==> config.mk <==
export PLATFORM = sky130hd
export DESIGN_NAME = tt_um_sel_seq_flat
export DESIGN_NICKNAME = d
export VERILOG_FILES = /design/src/rtl/tt_um_sel_seq_if.sv /design/src/rtl/tt_um_sel_seq.sv /design/src/flat_wrapper.sv
export SDC_FILE = /design/constraint.sdc
export NUM_CORES = 1
export LEC_CHECK = 0
export CAP_MARGIN = 0
export CORE_UTILIZATION = 30
export DETAILED_ROUTE_END_ITERATION = 7
export GPL_TIMING_DRIVEN = 0
export PLACE_DENSITY_LB_ADDON = 0.3
export SLEW_MARGIN = 20
export SYNTH_ARGS = -nofsm -noshare
export SYNTH_HDL_FRONTEND = slang
export SYNTH_SLANG_ARGS = --single-unit
==> constraint.sdc <==
create_clock -name clk -period 2.15 [get_ports clk]
set_input_delay 0.43 -clock clk [delete_from_list [all_inputs] [get_ports clk]]
set_output_delay 0.43 -clock clk [all_outputs]
set_load 0.1 [all_outputs]
==> src/rtl/tt_um_sel_seq_if.sv <==
// Select command bus between the mux controller (master) and a tile sequencer (slave).
interface tt_um_sel_seq_if #(
    parameter int ADDR_W = 10
);
    logic              sel_valid;
    logic [ADDR_W-1:0] sel_addr;
    logic              sel_ready;

    modport master (output sel_valid, output sel_addr, input  sel_ready);
    modport slave  (input  sel_valid, input  sel_addr, output sel_ready);
endinterface

==> src/rtl/tt_um_sel_seq.sv <==
// Tile sequencer: brings the user module up and down through a clocked reset window.
// Optional macro TT_SEL_SYNC_EN adds 2-flop input synchronizers and strobe edge detection.
module tt_um_sel_seq #(
    parameter int ADDR_W     = 10,
    parameter int TILE_ADDR  = 0,
    parameter int RST_CYCLES = 4
) (
    input  logic                  clk,
    input  logic                  rst,
    tt_um_sel_seq_if.slave        sel,
    input  logic                  spine_rst_n,
    input  logic [7:0]            spine_ui_in,
    output logic [7:0]            spine_uo_out,
    output logic                  um_ena,
    output logic                  um_clk_en,
    output logic                  um_rst_n,
    output logic [7:0]            um_ui_in,
    input  logic [7:0]            um_uo_out,
    output logic                  active
);
    localparam int CNT_W = $clog2(RST_CYCLES + 1);

    typedef enum logic [1:0] {
        ST_IDLE  = 2'd0,
        ST_START = 2'd1,
        ST_RUN   = 2'd2,
        ST_STOP  = 2'd3
    } state_t;

    state_t            state_r, state_nxt_s;
    logic [CNT_W-1:0]  cnt_r, cnt_nxt_s;
    logic              cnt_done_s;
    logic              cmd_valid_s, cmd_is_this_s, rstn_in_s;
    logic [ADDR_W-1:0] cmd_addr_s;
    logic              ena_r, clk_en_r, rst_n_r, ready_r, active_r;
    logic              ena_nxt_s, clk_en_nxt_s, rst_n_nxt_s, ready_nxt_s, active_nxt_s;

`ifdef TT_SEL_SYNC_EN
    logic [1:0]        valid_sync_r;
    logic              valid_prev_r;
    logic [ADDR_W-1:0] addr_sync1_r, addr_sync2_r;
    logic [1:0]        rstn_sync_r;

    // Two-flop synchronizers plus a history flop for strobe edge detection
    always_ff @(posedge clk or posedge rst) begin
        if (rst) begin
            valid_sync_r <= 2'b00;
            valid_prev_r <= 1'b0;
            addr_sync1_r <= {ADDR_W{1'b0}};
            addr_sync2_r <= {ADDR_W{1'b0}};
            rstn_sync_r  <= 2'b00;
        end else begin
            valid_sync_r <= {valid_sync_r[0], sel.sel_valid};
            valid_prev_r <= valid_sync_r[1];
            addr_sync1_r <= sel.sel_addr;
            addr_sync2_r <= addr_sync1_r;
            rstn_sync_r  <= {rstn_sync_r[0], spine_rst_n};
        end
    end

    assign cmd_valid_s = valid_sync_r[1] & ~valid_prev_r;
    assign cmd_addr_s  = addr_sync2_r;
    assign rstn_in_s   = rstn_sync_r[1];
`else
    assign cmd_valid_s = sel.sel_valid;
    assign cmd_addr_s  = sel.sel_addr;
    assign rstn_in_s   = spine_rst_n;
`endif

    assign cmd_is_this_s = (cmd_addr_s == ADDR_W'(TILE_ADDR));
    assign cnt_done_s    = (cnt_r == CNT_W'(RST_CYCLES - 1));

    // Next state; commands outside IDLE/RUN fall through and are dropped
    always_comb begin
        state_nxt_s = state_r;
        case (state_r)
            ST_IDLE:  if (cmd_valid_s && cmd_is_this_s)  state_nxt_s = ST_START; else state_nxt_s = ST_IDLE;
            ST_START: if (cnt_done_s)                    state_nxt_s = ST_RUN;   else state_nxt_s = ST_START;
            ST_RUN:   if (cmd_valid_s && !cmd_is_this_s) state_nxt_s = ST_STOP;  else state_nxt_s = ST_RUN;
            ST_STOP:  if (cnt_done_s)                    state_nxt_s = ST_IDLE;  else state_nxt_s = ST_STOP;
            default:                                     state_nxt_s = ST_IDLE;
        endcase
    end

    // Counter and output values decoded from the state being entered, so outputs stay registered
    always_comb begin
        ena_nxt_s    = 1'b0;
        clk_en_nxt_s = 1'b0;
        rst_n_nxt_s  = 1'b0;
        ready_nxt_s  = 1'b1;
        active_nxt_s = 1'b0;
        if (state_nxt_s != state_r) begin
            cnt_nxt_s = {CNT_W{1'b0}};
        end else if ((state_r == ST_START || state_r == ST_STOP) && !cnt_done_s) begin
            cnt_nxt_s = cnt_r + CNT_W'(1);
        end else begin
            cnt_nxt_s = cnt_r;
        end
        case (state_nxt_s)
            ST_IDLE: begin
                ready_nxt_s  = 1'b1;
            end
            ST_START, ST_STOP: begin
                ena_nxt_s    = 1'b1;
                clk_en_nxt_s = 1'b1;
                ready_nxt_s  = 1'b0;
            end
            ST_RUN: begin
                ena_nxt_s    = 1'b1;
                clk_en_nxt_s = 1'b1;
                rst_n_nxt_s  = rstn_in_s;
                active_nxt_s = 1'b1;
            end
            default: begin
                ready_nxt_s  = 1'b1;
            end
        endcase
    end

    // State, counter and output registers; reset lands directly on IDLE values
    always_ff @(posedge clk or posedge rst) begin
        if (rst) begin
            state_r  <= ST_IDLE;
            cnt_r    <= {CNT_W{1'b0}};
            ena_r    <= 1'b0;
            clk_en_r <= 1'b0;
            rst_n_r  <= 1'b0;
            ready_r  <= 1'b1;
            active_r <= 1'b0;
        end else begin
            state_r  <= state_nxt_s;
            cnt_r    <= cnt_nxt_s;
            ena_r    <= ena_nxt_s;
            clk_en_r <= clk_en_nxt_s;
            rst_n_r  <= rst_n_nxt_s;
            ready_r  <= ready_nxt_s;
            active_r <= active_nxt_s;
        end
    end

    assign um_ena        = ena_r;
    assign um_clk_en     = clk_en_r;
    assign um_rst_n      = rst_n_r;
    assign active        = active_r;
    assign sel.sel_ready = ready_r;
    assign um_ui_in      = spine_ui_in & {8{ena_r}};
    assign spine_uo_out  = um_uo_out & {8{ena_r}};
endmodule


==> src/flat_wrapper.sv <==
// flat-port wrapper written by rule: the top's interface ports become plain ports
module tt_um_sel_seq_flat 
#(
    parameter int ADDR_W     = 10,
    parameter int TILE_ADDR  = 0,
    parameter int RST_CYCLES = 4
)
  (clk, rst, spine_rst_n, spine_ui_in, spine_uo_out, um_ena, um_clk_en, um_rst_n, um_ui_in, um_uo_out, active, sel_sel_valid, sel_sel_addr, sel_sel_ready);
  tt_um_sel_seq_if #(.ADDR_W(ADDR_W)) sel_i ();
  input  logic clk;
  input  logic rst;
  input  logic spine_rst_n;
  input  logic [7:0] spine_ui_in;
  output logic [7:0] spine_uo_out;
  output logic um_ena;
  output logic um_clk_en;
  output logic um_rst_n;
  output logic [7:0] um_ui_in;
  input  logic [7:0] um_uo_out;
  output logic active;
  input wire logic [$bits(sel_i.sel_valid)-1:0] sel_sel_valid;
  input wire logic [$bits(sel_i.sel_addr)-1:0] sel_sel_addr;
  output wire logic [$bits(sel_i.sel_ready)-1:0] sel_sel_ready;
  assign sel_i.sel_valid = sel_sel_valid;
  assign sel_i.sel_addr = sel_sel_addr;
  assign sel_sel_ready = sel_i.sel_ready;
  tt_um_sel_seq #(.ADDR_W(ADDR_W), .TILE_ADDR(TILE_ADDR), .RST_CYCLES(RST_CYCLES)) u_core (.clk(clk), .rst(rst), .sel(sel_i), .spine_rst_n(spine_rst_n), .spine_ui_in(spine_ui_in), .spine_uo_out(spine_uo_out), .um_ena(um_ena), .um_clk_en(um_clk_en), .um_rst_n(um_rst_n), .um_ui_in(um_ui_in), .um_uo_out(um_uo_out), .active(active));
endmodule
Word-level counts from Yosys, hierarchy flattened
Cells that the tools add are included.
- bits in registers: 9
- latch bits: 0
- bits in writable memories: 0
- bits in read-only memories: 0
- input bits: 30
- word-level logic and storage cells: 39
- memories kept: 0
- add/sub/neg operators: 1
- multiply operators: 0
- divide/modulo/power cells: 0
- magnitude comparators: 0
- eq/ne operators: 8
- shift operators: 0
- mux-type cells: 11
- bitwise gates (word level): 2
- reduce and logical (&&, ||, !) cells: 11
- operator list (operator ; count):
    bitwise AND 8 bit ; 2
    logical NOT 10 bit ; 1
    equality test 2 bit, second input constant ; 4
    one-hot mux 2 bit (4 select lines) ; 1
    two-way mux 1 bit ; 6
    two-way mux 3 bit ; 2
    equality test 2 x 1 -> 1 bit, second input constant ; 2
    two-way mux 2 bit ; 2
    adder 3 x 1 -> 3 bit, second input constant ; 1
    equality test 3 x 2 -> 1 bit, second input constant ; 1
    logical AND 1 bit ; 3
    OR reduction 3 bit ; 1
    logical NOT 1 bit ; 2
    logical NOT 2 bit ; 1
    inequality test 2 bit ; 1
    nonzero test 2 bit ; 1
    OR reduction 2 bit ; 1
    logical OR 1 bit ; 1

Longest topological paths before layout
Gate-level depths: netlist (run 1).
- word-level depth: 8
- gate-level depth with buffers: 7

Least setup slack after synthesis (run 1)
No wires, ideal clock.
- kind: register -> output
- from: register u_core.ena_r, in the netlist u_core.um_ena
- to: output port spine_uo_out[4]
- arrival time: 2009 ps
- data required time: 1720 ps
- path slack: -289 ps
- stages on the path, launching flop included: 3
- buffers on the path: 1
- path through: dfrtp_1 > clkbuf_1 > and2_1
- word-level cells in the longest chain between the ends: 1
- ends and longest elaborated chain (item ; RTL line ; RTL):
    from (decl) ; tt_um_sel_seq.sv:35 ; logic ena_r, clk_en_r, rst_n_r, ready_r, active_r;
    from (signal assigned) ; tt_um_sel_seq.sv:133 ; ena_r <= ena_nxt_s;
    bitwise AND 8 bit ; tt_um_sel_seq.sv:147 ; assign spine_uo_out = um_uo_out & {8{ena_r}};
    to (decl) ; flat_wrapper.sv:14 ; output logic [7:0] spine_uo_out;
No other way between the ends.

Worst setup path in the final report (run 1)
- from: register u_core.ena_r, in the netlist u_core.um_ena
- to: output port um_ena
- RTL lines (item ; RTL line ; RTL):
    to (decl) ; flat_wrapper.sv:15 ; output logic um_ena;
No word-level cell between the ends.

==> out/results.ini, run 1 <==
[outcome]
run_status = finished, final reports clean

[layout]
antenna_cells = 0
fill_cells = 158
multiInputGateArea_sq_um = 315
fin_area_sq_um = 1090
fin_cells = 139
regArea_sq_um = 228
drive_gt1_share_pct = 32.5
utilization_pct = 62.4
area_growth_pct = 94.0
fin_nets = 147

[yosys]
syn_area_sq_um = 562
avgSynthCellArea_sq_um = 9.36
syn-num-nets = 92
synth_cell_type_count = 25
yosys_register_bits = 9
post-synth-top-count-cell = and2_1
synthTopCellsByCount = 16 x and2_1, 8 x dfrtp_1, 6 x inv_1
synthTopCellsByArea = dfrtp_1 36%, and2_1 18%, dfstp_2 4.7%, ha_1 4.5%, inv_1 4.0%
ys_seq_area_share_pct = 40.3
yosys.area.top_type_share_pct = 35.6
yosys_warnings = 0
synth_edf_count = 0
yosys.area.top_type = dfrtp_1
synthCells = 60
synth_ff_type = dfrtp_1
async_flop_share_pct = 100

[setup_path]
reg2reg_slack_ns = 0.51
critPathMaxFanout = 9
worstReg2RegStart = u_core.cnt_r[0]
reg2reg_to = u_core.um_rst_n
cp.arrival_ns = 1.63
crit_path_start_kind = flop
end_kind = output port
crit_end = um_ena
path_class = flop to output port
cp.required_ns = 1.72
crit_start = u_core.um_ena
reg2reg_depth = 6

[detailed_routing]
wl_mm = 1.57
vias_per_cell = 4.56
drt.antenna.violating_nets = 0
wl_per_cell_um = 11.3
first_iter_violations = 6
drt_first_pass_iters = 4
drc = 0
vias = 634

[timing]
setup_viol = 0
worst_pin_slew_ns = 0.959
max_slew_margin_pct = 36.0
post-route-period-util_pct = 95.7
rsz0062_at_grt = false
fmax_mhz = 486
fin_ws_ns = 0.0915
report.final.slew_viol_count = 0
hold_viol_final = 0
finClkSkew_ns = 0.00664
fin_crit_ns = 2.06

[floorplanning]
rows = 15
start_util_pct = 32.2
die_h_um = 45.3
core_sq_um = 1750
die-area_sq_um = 2050
die_w_um = 45.3
io_pins = 51

[power_and_ir_drop]
p_clk_share_pct = 9.2
power_density_nw_per_um2 = 1340
p_sw_mw = 0.891
seq_power_share_pct = 20.6
vdd_drop_max_v = 0.000710
internal_power_mw = 0.575
power.leakage_nw = 0.487
swShare_pct = 60.8
finalPower_mw = 1.47
pwr-share-comb_pct = 70.2

[clocking]
tritoncts = yes
clkTransAtPathRegs_ns = 0.07
hold_buffers = 0
clk-insertion-delay-late_ns = 0.27
postCtsSetupBuffers = 0
cts_buffers = 3
cts_sinks = 9
clk_path_buf_depth = 2
cts-root-buf = clkbuf_4
htree_levels = 1

[global_route]
antenna_found_initial = 0
grt_usage_pct = 16.1
grt_max_degree = 11
grt_overflow_total = 0
grt_pass1_wl_mm = 2.34
grt_pass1_vias = 602

[placement]
dp_hpwl_mm = 1.29
place.gp.congestion = 0.730
placed_cell_area_sq_um = 1110
dp_cells = 135
numPortBuffers = 50
place_ws_ns = -0.426

[hold_path]
hp-class = input port to asynchronous set/reset pin

[flow_run]
drv_cap = 0

## cell families (layout without fill, tap and decap cells)
family	after synthesis	count (layout)	share of synthesized area [%]
AND/OR/NAND/NOR	33	33	37.4
XOR/XNOR	1	1	1.56
adder cells (fa/ha/maj)	2	2	4.45
flip-flops	9	9	40.3
buffers and inverters	8	62	6.01
AO/OA/AOI/OAI	7	7	10.2
## flip-flops by register name, summed over array words and instances (netlist names)
name                  flops
u_core.active             1
u_core.cnt_r              3
u_core.sel.sel_ready      1
u_core.state_r            2
u_core.um_ena             1
u_core.um_rst_n           1
## per-layer routing
layer,global-route usage (%),wire length [um],share of wire [%]
met2,29.3,756,48
met3,4.80,137,8.8
met1,15.6,625,40
met5,0,0,0
met4,10.3,46,2.9
## final cells by class
class	instances	share of cell area, %
flip-flops and latches	9	20.9
inverters	6	2.07
clock buffers	4	2.41
repair buffers	50	41.8
well taps	25	2.87
plain buffers	2	1.03
multi-input cells	43	28.9
## worst max-delay path, stage by stage (launching register included)
cell           delay, ns
dfrtp_2             0.41
buf_4               0.12
dlygate4sd2_1       0.84
## repair_timing
action / 4_1_cts / 5_1_grt
hold endpoints to repair: 0 / 0
gates resized for setup: 52 / 21
setup endpoints to repair: 20 / 11
pin swaps: 0 / 0
## per-stage QoR
stage               hold WS [ns]  setup TNS (ns)
finish                     0.413               0
global route               0.436               0
CTS                        0.427               0
detailed placement         0.505           -7.09
global placement           0.484           -6.87
floorplan                  0.257               0
## worst min path at each step
| stage | from | to | slack [ns] | cells past startpoint |
|---|---|---|---|---|
| floorplan | rst | u_core.active | 0.26 | 1 |
| global placement | u_core.cnt_r[0] | u_core.cnt_r[0] | 0.48 | 1 |
| detailed placement | u_core.cnt_r[0] | u_core.cnt_r[0] | 0.50 | 1 |
| CTS | rst | u_core.cnt_r[2] | 0.43 | 2 |
| global route | rst | u_core.cnt_r[2] | 0.44 | 2 |
| finish | rst | u_core.cnt_r[2] | 0.41 | 2 |
## placed cells by master, fill, tap and decap left out
master | synthesis | routed
o31ai_1 | 1 | 1
inv_1 | 6 | 6
or2_2 | 1 | 1
o21a_1 | 1 | 1
dlygate4sd2_1 | 0 | 4
buf_4 | 1 | 1
nand4_1 | 1 | 1
and3_1 | 2 | 2
or4_4 | 2 | 2
clkdlybuf4s15_2 | 0 | 6
nand3b_1 | 1 | 1
or4_1 | 1 | 1
nor2_1 | 2 | 2
clkbuf_1 | 1 | 2
clkdlybuf4s50_1 | 0 | 29
o32ai_1 | 2 | 2
nor3b_1 | 1 | 1
a21o_1 | 1 | 1
nand2_1 | 2 | 2
dfrtp_1 | 8 | 7
o22ai_1 | 1 | 1
and2_1 | 16 | 5
dfstp_2 | 1 | 1
nand2b_1 | 2 | 2
and2_2 | 0 | 11
buf_2 | 0 | 10
dfrtp_2 | 0 | 1
xor2_1 | 1 | 1
clkbuf_4 | 0 | 3
dlymetal6s2s_1 | 0 | 1
nor4_1 | 2 | 2
ha_1 | 2 | 2
a21boi_2 | 1 | 1
## power by group through the flow
stage                     Clock (mW)  Combinational (mW)  Sequential (mW)
after floorplan                    0               0.659            0.478
after global placement             0                1.07            0.304
after detailed placement           0                1.09            0.307
after CTS                      0.138                1.06            0.304
after global routing           0.147                1.08            0.314
final                          0.135                1.03            0.302
Power figures use the tool's default switching activity.
==> run 2: changes to the inputs <==
- CORE_UTILIZATION: 30 -> 27
- CTS_CLUSTER_SIZE: unset -> 24
- clock period: 2.15 -> 1.8 ns (I/O delays scaled with it)
==> run 2 against run 1 <==
Net effect: flip-flop and latch count is the same; sequential power grew 22%; cell area grew 1.6%; register-to-register slack lost 0.36 ns; wire length grew 2.4%; final cell count grew 1.4%; sequential share of layout area shrank 0.33 points; largest cell class unchanged.
==> out/results.ini, run 2 (same netlist as run 1, synthesis figures left out) <==
[outcome]
run_status = finished, final reports clean

[floorplanning]
core_sq_um = 1960
io_pins = 51
die-area_sq_um = 2270
start_util_pct = 28.6
die_w_um = 47.6
rows = 16
die_h_um = 47.6

[placement]
place_ws_ns = -0.646
numPortBuffers = 50
place.gp.congestion = 0.700
dp_hpwl_mm = 1.31

[timing]
worst_pin_slew_ns = 0.952
finClkSkew_ns = 0.00514
max_slew_margin_pct = 36.8
hold_viol_final = 0
fin_crit_ns = 1.76
holdWs_ns = 0.349
rsz0062_at_grt = false
report.final.slew_viol_count = 0
post-route-period-util_pct = 97.6
setup_viol = 0
fmax_mhz = 569
fin_ws_ns = 0.0428

[setup_path]
max_stage_delay_ns = 0.54
crit_top_cell = or4_4
critPathMaxFanout = 3
crit_chain = dlygate4sd2_1, or4_4, or4_4, a21boi_4, o32ai_2
cp.required_ns = 1.94
crit_slowest_cell = or4_4
cp.arrival_ns = 1.90
path_class = input port to flop
crit_path_start_kind = input port
end_kind = flop

[clocking]
cts_buffers = 3
clkTransAtPathRegs_ns = 0.06
clk_path_buf_depth = 2
htree_levels = 1
cts_sinks = 9
clk-insertion-delay-late_ns = 0.26
tritoncts = yes
cts-root-buf = clkbuf_4

[global_route]
grt_overflow_total = 0
antenna_found_initial = 0
grt_max_degree = 11
grt_pass1_wl_mm = 2.27
grt_pass1_vias = 547
grt_usage_pct = 14.6

[detailed_routing]
vias = 633
first_iter_violations = 9
vias_per_cell = 4.49
drt_first_pass_iters = 4
wl_mm = 1.60
drc = 0
wl_per_cell_um = 11.4
drt.antenna.violating_nets = 0

[layout]
antenna_cells = 0
layout_commonest_cell = clkdlybuf4s50_1
utilization_pct = 56.4
area_growth_pct = 97.1
largest_register_ffs = 3
drive_gt1_share_pct = 44.7
final_cell_mix = 21 x clkdlybuf4s50_1, 16 x and2_2, 11 x buf_4
top_regs = u_core.cnt_r (3), u_core.state_r (2)
fin_nets = 147
regMostFlops = u_core.cnt_r

[hold_path]
hp-class = input port to asynchronous set/reset pin

[power_and_ir_drop]
power.leakage_nw = 0.509
power_density_nw_per_um2 = 1630
vdd_drop_max_v = 0.000812

[flow_run]
drv_cap = 0

run 2: cell count changes in the layout (fill, tap and decap cells not counted), moves of 3 or more:
cell | before | now
buf_2 | 10 | 6
clkdlybuf4s50_1 | 29 | 21
clkbuf_2 | 0 | 3
buf_4 | 1 | 11
and2_2 | 11 | 16
and2_1 | 5 | 0
clkdlybuf4s15_2 | 6 | 3
clkdlybuf4s15_1 | 0 | 3
run 2: cell type report:
| cell class | instances | area, sq um |
|---|---|---|
| repair buffers | 50 | 437 |
| clock buffers | 4 | 26.3 |
| fillers | 197 | 855 |
| flip-flops and latches | 9 | 228 |
| well taps | 27 | 33.8 |
| multi-input cells | 43 | 348 |
| plain buffers | 2 | 12.5 |
| inverters | 6 | 22.5 |
run 2: stage by stage:
| step | instance area, sq um | cells | total power [mW] | TNS (ns) |
|---|---|---|---|---|
| 2_1_floorplan | 583 | 60 | 1.36 | 0 |
| 3_3_place_gp | 1120 | 137 | 1.65 | -11.66 |
| 3_5_place_dp | 1120 | 137 | 1.67 | -11.81 |
| 4_1_cts | 1090 | 141 | 1.78 | 0 |
| 5_1_grt | 1110 | 141 | 1.90 | 0 |
| 6_report | 1110 | 141 | 1.81 | 0 |
run 2: report_power, final:
group          switching, mW  total, mW  internal [mW]  leakage, nW
registers             0.0732      0.369          0.296        0.106
logic                  0.947       1.28          0.337        0.388
clock network         0.0678      0.153         0.0853       0.0150
total                   1.09       1.81          0.719        0.509
run 2: worst paths after layout:
path,endpoint,startpoint,slack (ns),depth (start not counted)
hold reg to reg,u_core.cnt_r[0],u_core.cnt_r[0],0.51,1
setup reg to reg,u_core.um_rst_n,u_core.cnt_r[0],0.15,6
max in group asynchronous,u_core.sel.sel_ready,rst,1.16,2
hold / removal,u_core.cnt_r[2],rst,0.35,2
setup / recovery,u_core.cnt_r[2],sel_sel_addr[2],0.04,5
min in group clk,u_core.cnt_r[0],u_core.cnt_r[0],0.51,1
run 2: worst max-delay path, delay by kind of cell:
family                 cells  cell delay, ns
AND/OR/NAND/NOR            2            0.99
AO/OA/AOI/OAI              2            0.31
buffers and inverters      1            0.24
run 2: repair_timing:
action / in CTS / in global routing
buffers inserted: 0 / 0
hold endpoints to repair: 0 / 0
endpoints found under the setup margin: 24 / 15
pin swaps: 5 / 4
hold buffers: 0 / 0
gates resized for setup: 110 / 13
run 2: layer usage:
| metal | part of all wire (%) | routed length (um) | GRT usage [%] |
|---|---|---|---|
| met4 | 1.3 | 21 | 8.33 |
| met3 | 11 | 180 | 3.77 |
| met2 | 45 | 715 | 23.8 |
| met1 | 43 | 686 | 17.4 |
| met5 | 0 | 0 | 0 |
